$ cat src/rtl/mem_arbiter.sv
// Single-port RAM arbiter shared by the CPU, the character-map video reader and
// the keyboard mailbox writer. Accesses are pipelined: grant, RAM cycle, completion.
module mem_arbiter #(
  parameter logic [31:0] VID_BASE     = 32'h0000_2000,
  parameter logic [31:0] KBD_ADDR     = 32'h0000_3FFC,
  parameter int          STARVE_LIMIT = 3
) (
  input  logic        clk,
  input  logic        reset,
  input  logic        cpu_req,
  input  logic        cpu_we,
  input  logic [31:0] cpu_addr,
  input  logic [31:0] cpu_wdata,
  output logic [31:0] cpu_rdata,
  output logic        cpu_ready,
  input  logic        vid_req,
  input  logic [13:0] vid_addr,
  output logic [15:0] vid_data,
  output logic        vid_valid,
  input  logic [7:0]  kbd_data,
  output logic        ram_en,
  output logic        ram_we,
  output logic [31:0] ram_addr,
  output logic [31:0] ram_wdata,
  input  logic [31:0] ram_rdata
);

  localparam int SW = (STARVE_LIMIT < 1) ? 1 : $clog2(STARVE_LIMIT + 1);
  localparam logic [SW-1:0] STARVE_MAX = SW'(STARVE_LIMIT);

  typedef enum logic [1:0] {
    GRANT_NONE,
    GRANT_VID,
    GRANT_KBD,
    GRANT_CPU
  } grant_t;

  grant_t        grant;
  logic          cpu_busy;
  logic          vid_busy;
  logic          cpu_tag;
  logic          vid_tag;
  logic          kbd_pend;
  logic [7:0]    kbd_last;
  logic [7:0]    kbd_buf;
  logic [SW-1:0] starve_cnt;
  logic          cpu_elig;
  logic          vid_elig;
  logic          kbd_change;

  assign cpu_elig   = cpu_req & ~cpu_busy;
  assign vid_elig   = vid_req & ~vid_busy;
  assign kbd_change = (kbd_data != kbd_last);

  // A starved CPU overrides the normal video > keyboard > CPU order.
  always_comb begin
    grant = GRANT_NONE;
    if (cpu_elig && (starve_cnt == STARVE_MAX)) grant = GRANT_CPU;
    else if (vid_elig)                          grant = GRANT_VID;
    else if (kbd_pend)                          grant = GRANT_KBD;
    else if (cpu_elig)                          grant = GRANT_CPU;
  end

  always_ff @(posedge clk or posedge reset) begin
    if (reset) begin
      ram_en    <= 1'b0;
      ram_we    <= 1'b0;
      ram_addr  <= '0;
      ram_wdata <= '0;
    end else begin
      ram_en <= 1'b0;
      ram_we <= 1'b0;
      case (grant)
        GRANT_VID: begin
          ram_en   <= 1'b1;
          ram_addr <= VID_BASE + {18'd0, vid_addr};
        end
        GRANT_KBD: begin
          ram_en    <= 1'b1;
          ram_we    <= 1'b1;
          ram_addr  <= KBD_ADDR;
          ram_wdata <= {24'h0, kbd_buf};
        end
        GRANT_CPU: begin
          ram_en    <= 1'b1;
          ram_we    <= cpu_we;
          ram_addr  <= cpu_addr;
          ram_wdata <= cpu_wdata;
        end
        default: ;
      endcase
    end
  end

  // Tags follow each access one stage behind the RAM port; busy spans grant to completion.
  always_ff @(posedge clk or posedge reset) begin
    if (reset) begin
      cpu_tag    <= 1'b0;
      vid_tag    <= 1'b0;
      cpu_ready  <= 1'b0;
      vid_valid  <= 1'b0;
      cpu_busy   <= 1'b0;
      vid_busy   <= 1'b0;
      starve_cnt <= '0;
    end else begin
      cpu_tag   <= (grant == GRANT_CPU);
      vid_tag   <= (grant == GRANT_VID);
      cpu_ready <= cpu_tag;
      vid_valid <= vid_tag;
      if (grant == GRANT_CPU) cpu_busy <= 1'b1;
      else if (cpu_ready)     cpu_busy <= 1'b0;
      if (grant == GRANT_VID) vid_busy <= 1'b1;
      else if (vid_valid)     vid_busy <= 1'b0;
      if (grant == GRANT_CPU)
        starve_cnt <= '0;
      else if (cpu_elig && (starve_cnt != STARVE_MAX))
        starve_cnt <= starve_cnt + SW'(1);
    end
  end

  // A change arriving on the grant edge keeps the mailbox pending with the newer byte.
  always_ff @(posedge clk or posedge reset) begin
    if (reset) begin
      kbd_last <= 8'h00;
      kbd_buf  <= 8'h00;
      kbd_pend <= 1'b0;
    end else begin
      kbd_last <= kbd_data;
      if (kbd_change) begin
        kbd_pend <= 1'b1;
        kbd_buf  <= kbd_data;
      end else if (grant == GRANT_KBD) begin
        kbd_pend <= 1'b0;
      end
    end
  end

  assign cpu_rdata = cpu_ready ? ram_rdata : 32'h0;
  assign vid_data  = vid_valid ? ram_rdata[15:0] : 16'h0;

endmodule

$ cat config.mk
export PLATFORM = sky130hd
export DESIGN_NAME = mem_arbiter
export DESIGN_NICKNAME = d
export VERILOG_FILES = /design/src/rtl/mem_arbiter.sv
export SDC_FILE = /design/constraint.sdc
export NUM_CORES = 1
export LEC_CHECK = 0
export ABC_AREA = 0
export CORE_UTILIZATION = 29
export CTS_CLUSTER_SIZE = 30
export DETAILED_ROUTE_END_ITERATION = 6
export SLEW_MARGIN = 20
export SYNTH_ARGS = -nofsm -noshare
export SYNTH_HDL_FRONTEND = slang
export SYNTH_SLANG_ARGS = --single-unit
export TNS_END_PERCENT = 30
$ cat constraint.sdc
create_clock -name clk -period 3.5 [get_ports clk]
set_clock_uncertainty 0.2 [all_clocks]
set_input_delay 0.7 -clock clk [delete_from_list [all_inputs] [get_ports clk]]
set_output_delay 0.7 -clock clk [all_outputs]
set_load 0.01 [all_outputs]
Yosys cells after proc, flatten, opt, wreduce, memory -nomap -nowiden --
Cells that the tools add are included.
Word-level totals: output and inout port bits 116, register bits 91
Cells by class: reduce and logical (&&, ||, !) cells 9, bitwise gates (word level) 4, add/sub/neg operators 2, equality and inequality tests 6, multiplexer cells 18
Operator list (count):
- case mux 32 bit (3 select lines) | 1
- case mux 32 bit (2 select lines) | 1
- two-way mux 32 bit | 1
- two-way mux 16 bit | 1
- adder 14 x 14 -> 15 bit, first input constant | 1
- two-way mux 2 bit | 6
- nonzero test 2 bit | 5
- inequality test 8 bit | 1
- two-way mux 1 bit | 7
- == test 2 bit, second input constant | 3
- nonzero test 3 bit | 1
- OR reduction 3 bit | 1
- adder 2 x 1 -> 2 bit, second input constant | 1
- AND 1 bit | 2
- == test 2 x 1 -> 1 bit, second input constant | 1
- logical AND 1 bit | 2
- inequality test 2 bit, second input constant | 1
- NOT 1 bit | 2
- case mux 1 bit (2 select lines) | 1

Longest topological paths before layout --
Gate-level depths: netlist of run 1.
word-level depth 9, mapped depth 6, depth with buffers taken out 5

Least setup slack after synthesis of run 1 --
OpenSTA, ideal clock, no wires.
kind input to register, start input kbd_data[1], end register kbd_buf[0], buffers on the path 0, stages 4, path slack 1.463 ns, arrival time 1.712 ns, required time 3.175 ns, cell sequence xor2_1 > nor4_2 > nand2_2 > mux2_4
On the way: cells in the longest elaborated chain, start to end 1
RTL lines:
- from (decl) | RTL line 20 | input logic [7:0] kbd_data,
- inequality test 8 bit | RTL line 53 | assign kbd_change = (kbd_data != kbd_last);
- to (signal assigned) | RTL line 131 | kbd_buf <= kbd_data;
- to (decl) | RTL line 45 | logic [7:0] kbd_buf;
Every way passes these cells. A chain may end at the register's enable or synchronous reset.

Worst setup path after layout of run 1 --
start register cpu_ready, end output cpu_rdata[6]
On the way: cells in the longest elaborated chain, start to end 1
RTL lines:
- from (decl) | RTL line 15 | output logic cpu_ready,
- from (signal assigned) | RTL line 108 | cpu_ready <= cpu_tag;
- two-way mux 32 bit | RTL line 138 | assign cpu_rdata = cpu_ready ? ram_rdata : 32'h0;
- to (decl) | RTL line 14 | output logic [31:0] cpu_rdata,
Every way passes these cells.

==> results.toml, run 1 <==
[global_routing]
grt_pass1_vias = 3796
antenna_found_initial = 0
grtUsageTotal_pct = 18.1
grt_max_degree = 60
grt_pass1_wl_um = 19900
grt_overflow = 0

[synth]
ys_warn_count = 0
ys_types = 36
syn_inst = 345
synthesis.area_um2 = 4010
syn_area_per_cell_um2 = 11.6
synth_nets = 469
ys_ff_latch = 91
seq_area_frac_synth_pct = 56.8

[place]
finalWeightedCongestion = 0.787
hpwl_um = 9570
port_buffers = 238

[clock_network]
postCtsResizedCells = 0
root_buffer = "clkbuf_16"
postCtsSetupBuffers = 0
clock_sink_count = 91
h-tree-depth = 3
cts_tree = "built"
cts_made_buffers = 9
clk_pin_slew_worst_paths_ns = 0.07
clk_latency_ns = 0.34
cts_hold_repair.buffers = 0
clock_path_buffers = 2

[power_and_ir_drop]
switching_share_pct = 26.9
p_int_mw = 2.24
power_frac_clock_pct = 35.0
power_frac_comb_pct = 24.8
p_switching_mw = 0.824
leakagePower_nw = 2.85
vdd_drop_max_mv = 0.220
total_power_mw = 3.06
p_per_area_nw_per_um2 = 442
seq_power_share_pct = 40.1

[detailed_routing]
drt-total-wl_um = 12600
wl_per_cell_um = 16.5
drtPass1Iterations = 4
postRouteAntennaNets = 0
vias_per_cell = 4.70
drc = 0
drt_iter0_drc = 146
vias = 3583

[timing]
final.setup.tns_ns = 0
post-route-period-util_pct = 80.0
rsz0062_at_grt = "no"
finalMaxSlewViolations = 0
post-route-min-period_ns = 2.80
setup_viol = 0
fmax_mhz = 357
hold_viol = 0
slew_headroom_pct = 40.0
worst_pin_slew_ns = 0.901

[setup_path]
cp.required_ns = 2.60
worstPathArrival_ns = 1.90
worstSetupEndpointType = "primary output"
cp_max_fo = 34
path_class = "reg -> out"
cp-start-kind = "flop"

[die]
ioPinCount = 239
dieArea_um2 = 14300
fp.dieH_um = 120
core.rowCount = 42
coreArea_um2 = 13300
die_x_um = 120
initial_utilization_pct = 30.1

[layout]
drive_gt1_share_pct = 7.68
antenna_cells = 0
final_cell_mix = "238 x clkdlybuf4s50_1, 91 x dfrtp_1, 48 x and2_1"
layout_commonest_cell = "clkdlybuf4s50_1"
utilization_pct = 51.9
areaGrowthSynthToFinish_pct = 72.6
final_nets = 705
nFillCells = 1193

[flow_run]
drv_cap = 0

[outcome]
status = "finished, final reports clean"

[worst_hold_path]
hp-class = "reg -> reg"
-- area by class of cell --
cell class	instances	area [um2]	share of cell area, %
timing repair buffer	248	2470	35.7
multi-input combinational	224	1590	23.0
tap	176	220	3.18
sequential	91	2280	32.9
clock inverter	6	93.8	1.36
inverter	7	28.8	0.416
clock buffer	10	239	3.45
-- cells in the mapped netlist --
cell type	number	share of area (%)
a211oi_1	10	1.9
a21oi_1	3	0.37
a21oi_2	1	0.22
a22o_1	43	9.4
a31oi_1	1	0.16
and2_1	48	7.5
and3b_1	1	0.22
buf_2	14	1.7
buf_6	2	0.56
clkbuf_1	7	0.66
dfrtp_1	91	57
ha_1	1	0.31
inv_1	6	0.56
inv_2	1	0.093
mux2_4	8	3.0
mux2i_1	8	2.0
nand2_1	17	1.6
nand2_2	1	0.16
nand2b_1	3	0.47
nand3_1	10	1.2
nand3b_1	4	0.75
nor2_1	7	0.66
nor2_2	2	0.31
nor2b_1	3	0.47
nor3_1	10	1.2
nor3_4	1	0.41
nor4_2	2	0.62
o21ai_0	2	0.25
o21ai_1	19	2.4
o21ai_2	1	0.22
o21ai_4	1	0.41
o22ai_1	1	0.16
o311ai_1	3	0.66
o31ai_1	3	0.56
or3_1	2	0.31
xor2_1	8	1.7
-- power by group through the flow --
stage	combinational, mW	clock, mW	sequential [mW]
2_1_floorplan	0.286	0	1.27
3_5_place_dp	0.771	0	1.25
6_report	0.761	1.07	1.23
5_1_grt	0.823	1.14	1.25
4_1_cts	0.775	1.10	1.23
3_3_place_gp	0.764	0	1.24
-- per-stage QoR --
stage               area, um2  instances  hold WS [ns]  setup WS, ns
floorplan                4010        345         0.131         0.236
CTS                      6920        762         0.152         0.648
global placement         6590        746         0.133         0.628
finish                   6920        762         0.151         0.699
detailed placement       6590        746         0.136         0.573
global route             6920        762         0.166         0.507
-- worst paths after layout --
| check | start | end | slack, ns | cells past startpoint |
|---|---|---|---|---|
| worst max-delay path | cpu_ready | cpu_rdata[6] | 0.70 | 2 |
| worst min-delay path | cpu_tag | cpu_ready | 0.15 | 0 |
| worst max register to register | kbd_pend | ram_wdata[25] | 1.30 | 5 |
| worst min register to register | cpu_tag | cpu_ready | 0.15 | 0 |
| max in group asynchronous | reset | ram_wdata[29] | 1.79 | 3 |
| min in group asynchronous | reset | ram_wdata[11] | 0.63 | 2 |
-- metal layers --
layer	vias to the layer above	track usage (%)	wire length, um
met4	0	7.11	228
met1	1715	20.0	4930
li1	1692	-	-
met3	19	3.94	799
met5	-	0	0
met2	157	33.3	6640
-- flip-flops by register name, summed over array words and instances (netlist names), 2 cells and up --
signal      count
kbd_last        8
ram_wdata      32
starve_cnt      2
kbd_buf         8
ram_addr       32
-- critical path, cell delays in order (launching register included) --
cell	delay, ns
dfrtp_1	0.78
and2_1	0.24
clkdlybuf4s50_1	0.53
-- kinds of logic after synthesis --
kind of cell / count (synthesis) / share of synthesized area, %
multiplexers: 16 / 4.99
XOR/XNOR: 8 / 1.75
AND/OR/NAND/NOR: 111 / 15.9
flip-flops: 91 / 56.8
adder cells (fa/ha/maj): 1 / 0.312
AO/OA/AOI/OAI: 88 / 16.6
buffers and inverters: 30 / 3.62
No activity file was read; power rests on OpenSTA's default activity.
==> run 2: changes to the inputs <==
--- a/config.mk
+++ b/config.mk
@@ -9,6 +9,7 @@
 export CORE_UTILIZATION = 29
 export CTS_CLUSTER_SIZE = 30
 export DETAILED_ROUTE_END_ITERATION = 6
+export PLACE_DENSITY = 0.67
 export SLEW_MARGIN = 20
 export SYNTH_ARGS = -nofsm -noshare
 export SYNTH_HDL_FRONTEND = slang
==> constraint.sdc (replaced) <==
create_clock -name clk -period 2.5 [get_ports clk]
set_clock_uncertainty 0.2 [all_clocks]
set_input_delay 0.5 -clock clk [delete_from_list [all_inputs] [get_ports clk]]
set_output_delay 0.5 -clock clk [all_outputs]
set_load 0.01 [all_outputs]
==> run 2 against run 1 <==
  * Setup slack worse by 0.60 ns
  * Clock power up 35%
  * Core utilization up 0.63 points
  * Combinational power up 46%
  * Design area up 1.2%
  * Wire length down 1.0%
  * Total power up 40%
  * First-iteration DRC count down 26%
  * Die area unchanged
  * Register-to-register slack worse by 1.0 ns
  * Critical path depth up 1
  * Global-route usage down 0.15 points
  * Highest routed layer unchanged
==> results.toml, run 2 (synthesized netlist as in run 1, its figures left out) <==
[clock_network]
cts_tree = "built"
clk_pin_slew_worst_paths_ns = 0.07
clock_path_buffers = 2
clk_latency_ns = 0.34
cts_hold_repair.buffers = 0
root_buffer = "clkbuf_16"
clock_sink_count = 91
postCtsSetupBuffers = 0
cts_made_buffers = 9
h-tree-depth = 3

[global_routing]
antenna_found_initial = 0
grt_pass1_wl_um = 19800
grt_overflow = 0
grtUsageTotal_pct = 17.9
grt_pass1_vias = 3802
grt_max_degree = 92

[power_and_ir_drop]
vdd_drop_max_mv = 0.370
power_frac_comb_pct = 26.0
leakagePower_nw = 2.89
switching_share_pct = 26.6
p_int_mw = 3.14
seq_power_share_pct = 40.3
p_switching_mw = 1.14
power_frac_clock_pct = 33.8
p_per_area_nw_per_um2 = 610

[layout]
nFillCells = 1191
layout_commonest_cell = "clkdlybuf4s50_1"
antenna_cells = 0
drive_gt1_share_pct = 9.09
top_regs = "ram_addr (32), ram_wdata (32)"
areaGrowthSynthToFinish_pct = 74.7
final_nets = 713
regArea_um2 = 2280
final_cell_mix = "238 x clkdlybuf4s50_1, 90 x dfrtp_1, 48 x and2_1"
multi_input_area_um2 = 1590
utilization_pct = 52.5

[worst_hold_path]
hp-class = "reg -> reg"

[setup_path]
path_cells = "clkdlybuf4s50_1, and2_1, clkdlybuf4s50_1"
critPathMaxStageDelay_ns = 0.54
path_delay_family = "buffers and inverters"
cp.required_ns = 1.80
worst_path_most_repeated_cell = "clkdlybuf4s50_1"
cp_max_fo = 2
worstSetupEndpointType = "primary output"
cp-start-kind = "primary input"
path_class = "in -> out"
worstPathArrival_ns = 1.70
cp_slowest_cell = "clkdlybuf4s50_1"
path_buf_inv = 2

[outcome]
status = "finished, final reports clean"

[timing]
rsz0062_at_grt = "no"
post-route-min-period_ns = 2.40
setup_viol = 0
post-route-period-util_pct = 96.0
hold-worst-slack_ns = 0.150
hold_viol = 0
worst_pin_slew_ns = 0.936
fmax_mhz = 417
slew_headroom_pct = 37.6
finalMaxSlewViolations = 0

[detailed_routing]
postRouteAntennaNets = 0
drt-total-wl_um = 12500
drtPass1Iterations = 4
wl_per_cell_um = 16.2
drc = 0
drt_iter0_drc = 108
vias = 3665
vias_per_cell = 4.76

[die]
dieArea_um2 = 14300
coreArea_um2 = 13300
ioPinCount = 239
fp.dieH_um = 120
die_x_um = 120
initial_utilization_pct = 30.1
core.rowCount = 42

[place]
port_buffers = 238
finalWeightedCongestion = 0.762
hpwl_um = 9450

[flow_run]
drv_cap = 0
## run 2: cell types whose count changed in the layout (fill, tap and decap cells not counted)
| cell | previous run | this run |
|---|---|---|
| buf_12 | 1 | 4 |
| buf_4 | 9 | 14 |
| clkinv_4 | 1 | 0 |
| clkinv_2 | 0 | 3 |
| clkbuf_8 | 1 | 0 |
| dfrtp_2 | 0 | 1 |
| clkinvlp_4 | 1 | 2 |
| dfrtp_1 | 91 | 90 |
| inv_6 | 2 | 1 |
| inv_4 | 1 | 0 |
## run 2: worst register-to-register path: stages (launching register included)
cell      delay (ns)
dfrtp_1         0.43
nand2b_1        0.18
a21oi_1         0.75
nor2_2          0.11
buf_12          0.21
a22o_1          0.21
## run 2: what timing repair did
item                                    CTS  global route
endpoints found under the setup margin    3             0
hold endpoints to repair                  0             0
gates resized for setup                   1             0
## run 2: cell type report
| cell class | instances | share of cell area (%) |
|---|---|---|
| Timing Repair Buffer | 256 | 36.6 |
| Sequential cell | 91 | 32.5 |
| Multi-Input combinational cell | 224 | 22.8 |
| Clock buffer | 9 | 3.21 |
| Tap cell | 176 | 3.14 |
| Clock inverter | 7 | 1.30 |
| Inverter | 7 | 0.429 |
## run 2: through the flow
stage               power [mW]  cell area (um2)  instances  setup TNS (ns)  worst slack, ns
floorplan                 2.18             4020        345               0            0.663
global placement          2.85             6690        754           -2.32          -0.0990
detailed placement        2.87             6690        754           -3.57           -0.147
CTS                       4.34             7010        770               0           0.0998
global route              4.49             7010        770               0           0.0592
finish                    4.27             7010        770               0            0.100
## run 2: power by group through the flow
stage | registers [mW] | clock network [mW] | logic (mW)
floorplan | 1.78 | 0 | 0.400
global placement | 1.74 | 0 | 1.11
detailed placement | 1.75 | 0 | 1.12
CTS | 1.72 | 1.49 | 1.13
global route | 1.74 | 1.56 | 1.19
finish | 1.72 | 1.44 | 1.11
## run 2: worst paths after layout
| path | startpoint | to | slack [ns] | cells after the start |
|---|---|---|---|---|
| max in group asynchronous | reset | vid_valid | 1.23 | 3 |
| setup / recovery | ram_rdata[6] | cpu_rdata[6] | 0.10 | 3 |
| hold reg to reg | vid_tag | vid_valid | 0.15 | 0 |
| hold / removal | vid_tag | vid_valid | 0.15 | 0 |
| min in group asynchronous | reset | ram_wdata[31] | 0.45 | 3 |
| setup reg to reg | cpu_busy | ram_wdata[12] | 0.29 | 5 |
## run 2: layer usage
layer / routed length [um] / vias to the layer above / GRT usage (%)
met4: 331 / 0 / 7.97
met1: 4890 / 1766 / 20.6
li1: - / 1708 / -
met2: 6350 / 168 / 31.1
met5: 0 / - / 0
met3: 890 / 23 / 4.75
==> run 3: changes to the inputs <==
--- a/config.mk
+++ b/config.mk
@@ -6,10 +6,12 @@
 export NUM_CORES = 1
 export LEC_CHECK = 0
 export ABC_AREA = 0
-export CORE_UTILIZATION = 29
+export CORE_UTILIZATION = 35
+export CTS_BUF_LIST = sky130_fd_sc_hd__clkbuf_8
 export CTS_CLUSTER_SIZE = 30
 export DETAILED_ROUTE_END_ITERATION = 6
-export PLACE_DENSITY = 0.67
+export PLACE_DENSITY = 0.79
+export SETUP_SLACK_MARGIN = 0.05
 export SLEW_MARGIN = 20
 export SYNTH_ARGS = -nofsm -noshare
 export SYNTH_HDL_FRONTEND = slang
==> run 3 against run 2 <==
  * Register-to-register slack better by 0.19 ns
  * Non-clock buffer count up 4
  * Design area down 2.0%
  * Fmax up 0.40%
  * Combinational power about the same
  * Sequential power about the same
  * Die area down 17%
  * Largest cell class unchanged
==> results.toml, run 3 (synthesized netlist as in run 1, its figures left out) <==
[worst_hold_path]
holdCritStartpoint = "vid_tag"
hp-class = "reg -> reg"
hold_depth = 0
hold_end = "vid_valid"

[clock_network]
clk_latency_ns = 0.35
root_buffer = "clkbuf_8"
clock_path_buffers = 2
cts_tree = "built"
clk_pin_slew_worst_paths_ns = 0.09
cts_made_buffers = 9
clock_sink_count = 91
h-tree-depth = 3

[outcome]
status = "finished, final reports clean"

[timing]
rsz0062_at_grt = "yes"
post-route-min-period_ns = 2.39
post-route-period-util_pct = 95.6
fmax_mhz = 418
final.setup.tns_ns = 0
slew_headroom_pct = 59.7
hold_viol = 0
finalMaxSlewViolations = 0
worst_pin_slew_ns = 0.603
setup_viol = 0

[layout]
areaGrowthSynthToFinish_pct = 71.2
regArea_um2 = 2280
antenna_cells = 0
layout_commonest_cell = "clkdlybuf4s50_1"
utilization_pct = 62.5
drive_gt1_share_pct = 9.87
final_nets = 717
top_regs = "ram_addr (32), ram_wdata (32)"
final_cell_mix = "238 x clkdlybuf4s50_1, 89 x dfrtp_1, 48 x and2_1"
nFillCells = 905
multi_input_area_um2 = 1600

[detailed_routing]
postRouteAntennaNets = 0
drt_iter0_drc = 173
vias = 3691
drtPass1Iterations = 6
drt-total-wl_um = 12300
drc = 0
vias_per_cell = 5.00
wl_per_cell_um = 16.7

[power_and_ir_drop]
leakagePower_nw = 2.84
power_frac_clock_pct = 26.5
p_per_area_nw_per_um2 = 557
vdd_drop_max_mv = 0.377
p_int_mw = 2.72
total_power_mw = 3.82
power_frac_comb_pct = 28.6
switching_share_pct = 28.9
seq_power_share_pct = 44.9
p_switching_mw = 1.11

[setup_path]
cp.required_ns = 1.80
r2r_cells = 5
path_class = "reg -> out"
rr_endpoint = "ram_wdata[4]"
worstSetupEndpointType = "primary output"
r2r_start = "starve_cnt[0]"
rrSetupSlack_ns = 0.48
cp_max_fo = 26
worstPathArrival_ns = 1.69
cp-start-kind = "flop"

[die]
die_x_um = 109
initial_utilization_pct = 36.5
fp.dieH_um = 109
dieArea_um2 = 11900
coreArea_um2 = 11000
ioPinCount = 239
core.rowCount = 38

[place]
hpwl_um = 9520
port_buffers = 238
finalWeightedCongestion = 0.753

[global_routing]
antenna_found_initial = 0
grt_pass1_vias = 3757
grt_overflow = 0
grt_max_degree = 42
grt_pass1_wl_um = 18600
grtUsageTotal_pct = 20.3

[flow_run]
drv_cap = 0
==> run 3: changes by cell type in the layout (fill, tap and decap cells not counted) <==
| cell | before | now |
|---|---|---|
| buf_12 | 4 | 3 |
| buf_4 | 14 | 19 |
| bufinv_16 | 2 | 1 |
| clkbuf_16 | 9 | 0 |
| clkbuf_8 | 0 | 9 |
| clkinv_2 | 3 | 1 |
| clkinv_4 | 0 | 2 |
| clkinvlp_4 | 2 | 3 |
| dfrtp_1 | 90 | 89 |
| dfrtp_2 | 1 | 2 |
| nor2_2 | 1 | 0 |
| nor2_4 | 1 | 2 |
==> run 3: cell type report <==
class,instances,area share (%)
clock buffer,9,1.80
timing repair buffer,260,37.6
tap,140,2.55
sequential,91,33.2
multi-input combinational,224,23.3
inverter,7,0.437
clock inverter,7,1.11
==> run 3: worst max-delay path: stages (launching register included) <==
cell	delay [ns]
dfrtp_2	0.46
buf_12	0.17
and2_1	0.17
clkdlybuf4s50_1	0.54
==> run 3: power groups by stage <==
| stage | registers [mW] | clock network, mW | logic [mW] |
|---|---|---|---|
| 6_report | 1.72 | 1.01 | 1.09 |
| 3_5_place_dp | 1.75 | 0 | 1.10 |
| 5_1_grt | 1.74 | 1.10 | 1.17 |
| 3_3_place_gp | 1.74 | 0 | 1.08 |
| 4_1_cts | 1.72 | 1.04 | 1.11 |
| 2_1_floorplan | 1.78 | 0 | 0.400 |
==> run 3: metal layers <==
metal | up-vias | share of wire, % | wire, um | global-route usage (%)
li1 | 1719 | - | - | -
met1 | 1802 | 39 | 4870 | 23.1
met2 | 148 | 51 | 6310 | 37.0
met3 | 22 | 7.4 | 915 | 5.44
met4 | 0 | 2.0 | 246 | 6.08
met5 | - | 0 | 0 | 0
==> run 3: stage by stage <==
stage | setup WS, ns | cells | hold slack (ns) | cell area, um2
final | 0.110 | 738 | 0.156 | 6870
after global routing | 0.0276 | 738 | 0.161 | 6870
after CTS | 0.0358 | 738 | 0.159 | 6860
after detailed placement | -0.311 | 722 | 0.139 | 6660
after global placement | -0.244 | 722 | 0.135 | 6660
after floorplan | 0.663 | 345 | 0.131 | 4020
==> run 3: worst max-delay path by stage <==
stage	startpoint	to	cells past startpoint
6_report	cpu_ready	cpu_rdata[24]	3
5_1_grt	cpu_ready	cpu_rdata[24]	3
3_3_place_gp	vid_req	ram_wdata[1]	6
4_1_cts	vid_valid	vid_data[8]	2
2_1_floorplan	kbd_data[1]	kbd_buf[0]	4
3_5_place_dp	vid_req	ram_wdata[4]	6
==> run 3: what timing repair did <==
action / CTS / global route
resized for setup: 1 / 2
hold buffers: 0 / 0
setup endpoints to repair: 13 / 25
buffers inserted: 0 / 0
